==> config.mk <==
export PLATFORM = sky130hd
export DESIGN_NAME = shift_engine
export DESIGN_NICKNAME = d
export VERILOG_FILES = /design/src/rtl/shift_pkg.sv /design/src/rtl/shift_step.sv /design/src/rtl/shift_engine.sv
export SDC_FILE = /design/constraint.sdc
export NUM_CORES = 1
export LEC_CHECK = 0
export ABC_AREA = 1
export BUFFER_PORTS_ARGS = -buffer_cell sky130_fd_sc_hd__buf_2
export CORE_ASPECT_RATIO = 1.2
export CORE_MARGIN = 2
export CORE_UTILIZATION = 53
export DETAILED_ROUTE_END_ITERATION = 7
export PLACE_DENSITY = 0.84
export SLEW_MARGIN = 0
export SYNTH_ARGS = -nofsm -noshare
export SYNTH_HDL_FRONTEND = slang
export SYNTH_HIERARCHICAL = 1
export SYNTH_SLANG_ARGS = --single-unit
==> constraint.sdc <==
create_clock -name clk -period 1.9 [get_ports clk]
set_clock_uncertainty 0.2 [all_clocks]
set_input_delay 0.285 -clock clk [delete_from_list [all_inputs] [get_ports clk]]
set_output_delay 0.285 -clock clk [all_outputs]
set_load 0.005 [all_outputs]
==> src/rtl/shift_pkg.sv <==
// Shared types for the shift datapath: shift mode encoding and sequencer states.
package shift_pkg;

  typedef enum logic [2:0] {
    SHL = 3'd0,
    SHR = 3'd1,
    ROL = 3'd2,
    ROR = 3'd3,
    ASR = 3'd4
  } shift_mode_e;

  typedef enum logic [1:0] {
    IDLE,
    RUN,
    DONE
  } state_e;

endpackage

==> src/rtl/shift_step.sv <==
// Combinational single-bit shift of a WIDTH-bit word in one of the shift modes.
// 'active' is low for the reserved mode codes, where the word and out_bit must hold.
module shift_step
  import shift_pkg::*;
#(
  parameter int WIDTH = 8
) (
  input  logic [WIDTH-1:0] d,
  input  shift_mode_e      mode,
  input  logic             sin,
  output logic [WIDTH-1:0] q,
  output logic             out_bit,
  output logic             active
);

  always_comb begin
    // NOTE: every output gets a default before the case so no path leaves one unassigned (no latch).
    q       = d;
    out_bit = 1'b0;
    active  = 1'b1;
    case (mode)
      SHL: begin
        q       = {d[WIDTH-2:0], sin};
        out_bit = d[WIDTH-1];
      end
      SHR: begin
        q       = {sin, d[WIDTH-1:1]};
        out_bit = d[0];
      end
      ROL: begin
        q       = {d[WIDTH-2:0], d[WIDTH-1]};
        out_bit = d[WIDTH-1];
      end
      ROR: begin
        q       = {d[0], d[WIDTH-1:1]};
        out_bit = d[0];
      end
      ASR: begin
        q       = {d[WIDTH-1], d[WIDTH-1:1]};
        out_bit = d[0];
      end
      default: active = 1'b0;
    endcase
  end

endmodule

==> src/rtl/shift_engine.sv <==
// Multi-mode shift register with a start/busy/done sequencer performing N single-bit shifts.
// Parallel load and start are accepted only in IDLE; ld wins over start.
module shift_engine
  import shift_pkg::*;
#(
  parameter int               WIDTH   = 8,
  parameter logic [WIDTH-1:0] RST_VAL = '0,
  localparam int              AW      = $clog2(WIDTH + 1)
) (
  input  logic             clk,
  input  logic             rst,
  input  logic             ld,
  input  logic [WIDTH-1:0] load,
  input  logic             start,
  input  logic [2:0]       mode,
  input  logic [AW-1:0]    amt,
  input  logic             sin,
  output logic [WIDTH-1:0] shr,
  output logic             sout,
  output logic             busy,
  output logic             done
);

  state_e           state;
  shift_mode_e      mode_q;
  logic [AW-1:0]    cnt;
  logic [AW-1:0]    amt_sat;
  logic [WIDTH-1:0] step_q;
  logic             step_bit;
  logic             step_active;

  assign amt_sat = (amt > AW'(WIDTH)) ? AW'(WIDTH) : amt;

  shift_step #(.WIDTH(WIDTH)) u_step (
    .d       (shr),
    .mode    (mode_q),
    .sin     (sin),
    .q       (step_q),
    .out_bit (step_bit),
    .active  (step_active)
  );

  // NOTE: all state here is updated with non-blocking assignments so every register sees pre-edge values.
  always_ff @(posedge clk or posedge rst) begin
    if (rst) begin
      state  <= IDLE;
      mode_q <= SHL;
      cnt    <= '0;
      shr    <= RST_VAL;
      sout   <= 1'b0;
      busy   <= 1'b0;
      done   <= 1'b0;
    end else begin
      case (state)
        IDLE: begin
          done <= 1'b0;
          if (ld) begin
            shr <= load;
          end else if (start) begin
            mode_q <= shift_mode_e'(mode);
            cnt    <= amt_sat;
            busy   <= 1'b1;
            if (amt_sat == '0) begin
              state <= DONE;
              done  <= 1'b1;
            end else begin
              state <= RUN;
            end
          end
        end
        RUN: begin
          shr <= step_q;
          if (step_active) sout <= step_bit;
          cnt <= cnt - AW'(1);
          if (cnt == AW'(1)) begin
            state <= DONE;
            done  <= 1'b1;
          end
        end
        DONE: begin
          done  <= 1'b0;
          busy  <= 1'b0;
          state <= IDLE;
        end
        default: state <= IDLE;
      endcase
    end
  end

endmodule
# Word level (Yosys, flattened, before mapping)
# Cells that the tools add are included.
# totals
wordCells	64
ff_bits	20
out_inout_bits	11
inputBits	20
# classes
n_reduce_logical	17
n_bitwise	1
eq_ne	14
n_mux	22
n_lt_le_gt_ge	1
add_sub_neg	1
# op_table
cell	count
$pmux 8 s5	1
$pmux 8 s2	1
$reduce_and 3->1	5
$mux 4	3
$ne 2x2->1 const B	5
$mux 2	4
$mux 8	1
$pmux 4 s2	1
$mux 1	7
$eq 3x2->1 const B	2
$ne 6x1->1 const B	1
$ne 5x1->1 const B	1
$reduce_or 5->1	1
$eq 4x1->1 const B	1
$gt 4x4->1 const B	1
$logic_not 4->1	1
$pmux 1 s2	2
$pmux 2 s2	1
$reduce_and 2->1	2
$reduce_and 4->1	1
$reduce_bool 2->1	2
$sub 4x1->4 const B	1
$eq 3x1->1 const B	1
$eq 3x3->1 const B	1
other kinds (9)	9

# Logic depth before layout (Yosys ltp)
# Gate-level depths: netlist of the first run.
# depth
depth_word	7
ltp_mapped	8
mapped_depth_nobuf	8

# Cells and area by module
# The synthesis of the first run kept the hierarchy.
# by_module_without_submodules
module	n_inst	area_per_inst_um2	seq_area_each_um2	cells_per_inst
shift_engine	1	1117.3	500.5	150
shift_step	1	261.5	0.0	60

# Least setup slack after synthesis of the first run
# OpenSTA, ideal clock, no wires.
# synth_path
path_kind	reg-to-reg
startpoint	reg state[1]
endpoint	reg shr[3]
synth_period_minus_slack_ns	1.480
setup_time_ns	0.126
path_buffers	2
arrival_time_ns	1.154
path_stages_with_launch	9
setup_slack_ns	0.420
required_time_ns	1.574
path_cell_list	dfrtp_1 > inv_1 > ha_1 > clkbuf_8 > nand2_2 > nand2_4 > buf_6 > nor2_1 > a31oi_1
# synth_via
elab_chain_cells	3
elab_cells_between_ends	7
cone_classes	3 x eq/ne; 1 x mux; 3 x reduce/logical
# synth_lines
item	line	rtl
start: declaration	shift_engine.sv:24	state_e state;
start signal: assignment	shift_engine.sv:46	state <= IDLE;
start signal: assignment	shift_engine.sv:64	state <= DONE;
start signal: assignment	shift_engine.sv:67	state <= RUN;
$eq 2x1->1 / $logic_not 2->1 (equally long branches)	shift_engine.sv:54	case (state)
$ne 6x1->1 (no source line), or another cell as far along	--	
$reduce_and 3->1 (no source line)	--	
end signal: assignment	shift_engine.sv:58	shr <= load;
end signal: assignment	shift_engine.sv:72	shr <= step_q;
end: declaration	shift_engine.sv:18	output logic [WIDTH-1:0] shr,
# Several ways; a longest one is shown, not always the timed one.
# A chain may end at the register's enable or synchronous reset.

# Worst setup path in the final report of the first run
# layout_path
startpoint	reg state[1]
endpoint	reg cnt[0]
# layout_via
elab_chain_cells	3
elab_cells_between_ends	7
cone_classes	3 x eq/ne; 1 x mux; 3 x reduce/logical
# layout_lines
item	line	rtl
$eq 2x1->1 / $logic_not 2->1 (equally long branches)	shift_engine.sv:54	
$reduce_bool 2->1 (no source line) / $ne 2x2->1 (equally long branches)	--	
$reduce_and 3->1 (no source line)	--	
end signal: assignment	shift_engine.sv:61	cnt <= amt_sat;
end signal: assignment	shift_engine.sv:74	cnt <= cnt - AW'(1);
end: declaration	shift_engine.sv:26	logic [AW-1:0] cnt;
# Several ways; a longest one is shown, not always the timed one.

==> results of run 1 <==
==> worst max-delay path by stage <==
stage                          from            endpoint
2_1_floorplan  state[1]$_DFFE_PP0P_  shr[3]$_DFFE_PP0P_
5_1_grt        state[1]$_DFFE_PP0P_  cnt[1]$_DFFE_PP0P_
6_report       state[1]$_DFFE_PP0P_  cnt[0]$_DFFE_PP0P_
4_1_cts        state[0]$_DFFE_PP0P_  cnt[0]$_DFFE_PP0P_
3_3_place_gp   state[1]$_DFFE_PP0P_  cnt[1]$_DFFE_PP0P_
3_5_place_dp   state[1]$_DFFE_PP0P_  cnt[0]$_DFFE_PP0P_
==> logic make-up (layout without fill, tap and decap cells) <==
group | Yosys count | count (layout) | share of synthesized area
compound gates | 23 | 23 | 0.104
simple gates | 125 | 125 | 0.366
buf+inv | 36 | 73 | 0.113
flops | 20 | 20 | 0.363
fa+ha+maj | 6 | 6 | 0.0544
==> power by group through the flow <==
stage | logic (mW) | registers (mW) | clock network, mW
after floorplan | 1.07 | 0.824 | 0
after global placement | 1.37 | 0.849 | 0
after detailed placement | 1.40 | 0.858 | 0
after CTS | 1.43 | 0.851 | 0.357
after global routing | 1.64 | 0.879 | 0.381
final | 1.43 | 0.850 | 0.353
==> critical path: cells and delay by family, from the launching register on <==
family | cells | cell delay [ns]
AND/OR/NAND/NOR | 1 | 0.21
flip-flops | 1 | 0.42
AO/OA/AOI/OAI | 2 | 0.26
buffers and inverters | 2 | 0.28
adder cells (fa/ha/maj) | 1 | 0.29
==> flip-flops by register name (all words and copies together) (netlist names) <==
| name | count |
|---|---|
| shr | 8 |
| cnt | 4 |
| busy | 1 |
| mode_q | 3 |
| sout | 1 |
| state | 2 |
| done | 1 |
==> repair_timing <==
action	4_1_cts	5_1_grt
hold endpoints to repair	23	0
setup buffers	0	0
hold buffers	4	0
gates resized for setup	0	1
endpoints found under the setup margin	0	2
==> cell usage after synthesis <==
master and number:
a21oi_1 5, a21oi_2 1, a22oi_1 1, a31oi_1 9, buf_2 2, buf_6 1, clkbuf_8 1, dfrtp_1 20
ha_1 6, inv_1 31, inv_2 1, nand2_1 92, nand2_2 2, nand2_4 1, nand3_1 14, nand4_1 1
nor2_1 14, nor2_2 1, o21ai_0 6, o21ai_4 1
==> through the flow <==
| step | hold slack, ns | area, um2 | util |
|---|---|---|---|
| 5_1_grt | 0.0184 | 1660 | 0.662 |
| 4_1_cts | 0.0156 | 1650 | 0.660 |
| 2_1_floorplan | 0.0488 | 1380 | - |
| 3_3_place_gp | 0.122 | 1560 | 0.623 |
| 3_5_place_dp | 0.127 | 1560 | 0.623 |
| 6_report | 0.0192 | 1660 | 0.662 |
==> layout make-up <==
type / instances / area (um2)
clock buffers: 3 / 22.5
repair buffers: 37 / 213
well taps: 33 / 41.3
flip-flops and latches: 20 / 500
inverters: 32 / 120
multi-input cells: 154 / 728
clock inverters: 1 / 30.0
fillers: 229 / 847
==> per-layer routing <==
layer | part of all wire | vias up | track usage
li1 | - | 721 | -
met1 | 0.42 | 655 | 0.283
met2 | 0.51 | 42 | 0.421
met3 | 0.042 | 10 | 0.0300
met4 | 0.024 | 0 | 0.100
met5 | 0 | - | 0
==> metrics.md, run 1 <==
| Metric | Value |
|---|---|
| Layout cells sized above 1 | 0.182 |
| CP Data Required Time | 1.92 ns |
| PwrDens | 1590 nW/um2 |
| Initial DRC Count | 45 |
| Power Total | 2.63 mW |
| Row count | 20 |
| Run status | finished clean |
| Period minus WS final | 1.76 ns |
| Drt via density | 5.10 |
| DP Worst Slack | 0.181 ns |
| Hold Crit Start | load[6] |
| R2r endpoint | cnt[0]$_DFFE_PP0P_ |
| Worst EP arrival | 1.78 ns |
| Placer congestion estimate | 0.806 |
| Layout area overhead | 20.1% |
| Core area | 2500 um2 |
| Least-Margin Pin Slew | 0.381 ns |
| Drt pass-1 iters | 4 |
| Max_cap viols | 0 |
| Worst Hold Depth | 3 |
| H-Tree Depth | 1 |
| R2r startpoint | state[1]$_DFFE_PP0P_ |
| Inserted Clock Buffers | 3 |
| Commonest non-fill, non-tap cell in the layout | nand2_1 |
| Overall die area | 3030 um2 |
| CP Class | flop to flop |
| Largest net degree at the start of global routing | 21 |
| Clock root cell | clkbuf_4 |
| WL/cell | 11.6 um |
| Vias in the first global route | 1222 |
| Via Count | 1428 |
| Initial Util | 0.551 |
| Post-Syn Instances | 210 |
| ANT cells | 0 |
| Max-slew headroom | 0.746 |
| Min-delay worst type | input pin to flop |
| Mapped Nets | 236 |
| Initial antenna violation count | 0 |
| Die Span Y | 59.9 um |
| Proportion of netlist area held by the largest area contributor | 0.363 |
| Worst R2R Path Depth | 6 |
| Bufs on Longest Clock Path | 2 |
| Yosys reg bits | 20 |
| Area leader, netlist | dfrtp_1 |
| Ys Warns | 6 |
| CTS tree | built |
| Fin. max-slew vios | 0 |
| Tcrit/Tclk final | 0.924 |
| Hold Path Sink | shr[6]$_DFFE_PP0P_ |
| RSZ-0062 raised after global routing | true |
| Sequential share of power | 0.323 |
| Finish-stage setup viols | 0 |
| Fin nets | 274 |
| Clock latency on the worst-skew pair | 0.31 ns |
| GRT Resource Usage Total | 0.235 |
| Setup TNS Final | 0 ns |
| Post-Synthesis Cell Area | 1380 um2 |
| ANT nets after route | 0 |
| Dominant cells by area after synthesis | dfrtp_1, nand2_1, inv_1, ha_1, nand3_1 |
| Clock Power Share | 0.134 |
| Crit start category | flop |
| P_int | 1.39 mW |
| Highest-count cells in the layout ignoring fill and taps | nand2_1, inv_1, buf_2 |
| Worst R2R Setup Slack | 0.14 ns |
| Mean post-synth cell area | 6.57 um2 |
| Num ports | 31 |
| Cells along the critical path | inv_1, ha_1, buf_4, nor2_1, a22oi_1, o21ai_0 |
| Logic pwr share | 0.543 |
| Port bufs | 30 |
| Grt ovf | 0 |
| Setup crit end kind | flop |
| Leak | 0.953 nW |
| Netlist cell types | 20 |
| Seq/Total Area, Yosys | 0.363 |
| Fin. Hold Viols | 0 |
| Critical path's slowest cell | dfrtp_1 |
| Aggregate routed wire length | 3260 um |
| Placed Instances | 272 |
| Highest clock rate | 0.569 GHz |
| NetSw | 1.24 mW |
| First-pass GRT wire length | 5260 um |
| Max FO, Critical Path | 9 |
| Max VDD drop | 0.869 mV |
| Worst-path clk slew | 0.13 ns |
| Post-DP HPWL | 2340 um |
| Switching part of the total | 0.471 |
| CTS Sinks | 20 |
| CP max stage delay | 0.42 ns |
| Drt drc | 0 |
| Die Wd | 50.6 um |
| Worst Slack Setup Final | 0.144 ns |
| Post-Layout Cell Count | 280 |
Note: power is estimated with default switching activity, not from simulation.
==> run 2, diff against run 1 <==
==> constraint.sdc (replaced) <==
create_clock -name clk -period 1.9 [get_ports clk]
set_clock_uncertainty 0.2 [all_clocks]
set_input_delay 0.095 -clock clk [delete_from_list [all_inputs] [get_ports clk]]
set_output_delay 0.095 -clock clk [all_outputs]
set_load 0.005 [all_outputs]
==> metrics.md, run 2 (synthesis gave the netlist of run 1 again) <==
| Metric | Value |
|---|---|
| Run status | finished clean |
| Grt ovf | 0 |
| Global-route track usage on met1 | 0.283 |
| Highest clock rate | 0.570 GHz |
| Worst-path clk slew | 0.13 ns |
| CTS tree | built |
| Die Span Y | 59.9 um |
| Finish-stage setup viols | 0 |
| Busiest layer in global routing | met2 |
| Min-delay worst type | input pin to flop |
| Layout area overhead | 29.5% |
| ANT nets after route | 0 |
| Max-slew headroom | 0.744 |
| Core area | 2500 um2 |
| CP endpoint | cnt[0]$_DFFE_PP0P_ |
| H-Tree Depth | 1 |
| RSZ-0062 raised after global routing | true |
| Aggregate routed wire length | 3460 um |
| CP Data Required Time | 1.92 ns |
| Highest-count cells in the layout ignoring fill and taps | nand2_1, inv_1, buf_2 |
| GRT Resource Usage Total | 0.250 |
| Clock root cell | clkbuf_4 |
| ANT cells | 0 |
| Drt drc | 0 |
| Least-Margin Pin Slew | 0.383 ns |
| Fin. max-slew vios | 0 |
| Via Count | 1480 |
| Worst EP arrival | 1.77 ns |
| Biggest regs | shr x8, cnt x4, mode_q x3 |
| Setup TNS Final | 0 ns |
| Drt via density | 5.05 |
| Num ports | 31 |
| Layout cells sized above 1 | 0.173 |
| CP Class | flop to flop |
| Worst R2R Setup Slack | 0.15 ns |
| Clock latency on the worst-skew pair | 0.31 ns |
| CP Launch Point | state[1]$_DFFE_PP0P_ |
| Reg with most FFs | shr |
| Initial Util | 0.551 |
| Overall die area | 3030 um2 |
| Commonest non-fill, non-tap cell in the layout | nand2_1 |
| PwrDens | 1490 nW/um2 |
| Port bufs | 30 |
| Leak | 1.01 nW |
| Bufs on Longest Clock Path | 2 |
| Max FO, Critical Path | 9 |
| Worst R2R Path Depth | 6 |
| Tcrit/Tclk final | 0.923 |
| CTS Sinks | 20 |
| Row count | 20 |
| Die Wd | 50.6 um |
| Crit start category | flop |
| M3 GR Usage | 0.0300 |
| Fin. Hold Viols | 0 |
| Initial DRC Count | 50 |
| Max VDD drop | 0.878 mV |
| Post-DP HPWL | 2340 um |
| First-pass GRT wire length | 5580 um |
| Placer congestion estimate | 0.806 |
| Drt pass-1 iters | 4 |
| Vias in the first global route | 1308 |
| M2 GR Usage | 0.474 |
| Largest net degree at the start of global routing | 21 |
| Initial antenna violation count | 0 |
| Inserted Clock Buffers | 3 |
| Max_cap viols | 0 |
| Setup crit end kind | flop |
| R2r endpoint | cnt[0]$_DFFE_PP0P_ |
| Period minus WS final | 1.75 ns |
| R2r startpoint | state[1]$_DFFE_PP0P_ |
| Fin nets | 287 |
| Area post-placement | 1560 um2 |
| Post-CTS Setup Repair Bufs | 0 |
| WL/cell | 11.8 um |
| Fillers | 208 |
| Max reg flops | 8 |
| Final Cell Area | 1790 um2 |
[run 2: changes by cell type in the layout (fill, tap and decap cells not counted), sizes merged]
cell,change
dlygate4sd3,+13
[run 2: cell type report]
class / instances / area [um2] / share of cell area
clock buffer: 3 / 22.5 / 0.0126
inverter: 32 / 120 / 0.0673
clock inverter: 1 / 30.0 / 0.0168
timing repair buffer: 50 / 343 / 0.192
sequential: 20 / 500 / 0.280
multi-input combinational: 154 / 728 / 0.408
tap: 33 / 41.3 / 0.0231
[run 2: how the worst min path moves through the flow]
stage	slack (ns)	cells after the start	start	end
detailed placement	-0.06	3	rst	busy$_DFFE_PP0P_
floorplan	-0.14	1	rst	busy$_DFFE_PP0P_
global route	0.03	5	ld	mode_q[2]$_DFFE_PP0P_
CTS	0.06	4	ld	shr[0]$_DFFE_PP0P_
global placement	-0.07	3	rst	done$_DFFE_PP0P_
finish	0.03	5	ld	mode_q[2]$_DFFE_PP0P_
[run 2: what timing repair did]
item / 4_1_cts / 5_1_grt
hold buffers: 17 / 0
endpoints found under the setup margin: 0 / 2
resized for setup: 0 / 1
endpoints found under the hold margin: 37 / 0
[run 2: stage by stage]
step / hold WS, ns / utilization / std cells / setup WS (ns) / power, mW
global placement: -0.0678 / 0.623 / 272 / 0.242 / 2.22
floorplan: -0.141 / - / 210 / 0.420 / 1.90
global route: 0.0325 / 0.714 / 293 / -0.0133 / 2.92
detailed placement: -0.0632 / 0.623 / 272 / 0.181 / 2.26
CTS: 0.0572 / 0.712 / 293 / 0.120 / 2.65
finish: 0.0258 / 0.714 / 293 / 0.146 / 2.66
[run 2: critical path: stages (launching register included)]
cell	delay [ns]
dfrtp_1	0.42
inv_1	0.08
ha_1	0.29
buf_4	0.20
nor2_1	0.21
a22oi_1	0.09
o21ai_0	0.18
[run 2: report_power, final]
part	leakage [nW]	total (mW)	internal, mW	switching [mW]
Sequential	0.239	0.852	0.625	0.226
Clock	0.0279	0.354	0.213	0.141
Combinational	0.740	1.45	0.571	0.883
Total	1.01	2.66	1.41	1.25
[run 2: layer usage]
metal / wire length (um) / vias up
li1: - / 747
met4: 57 / 0
met5: 0 / -
met2: 1840 / 43
met1: 1430 / 683
met3: 133 / 7
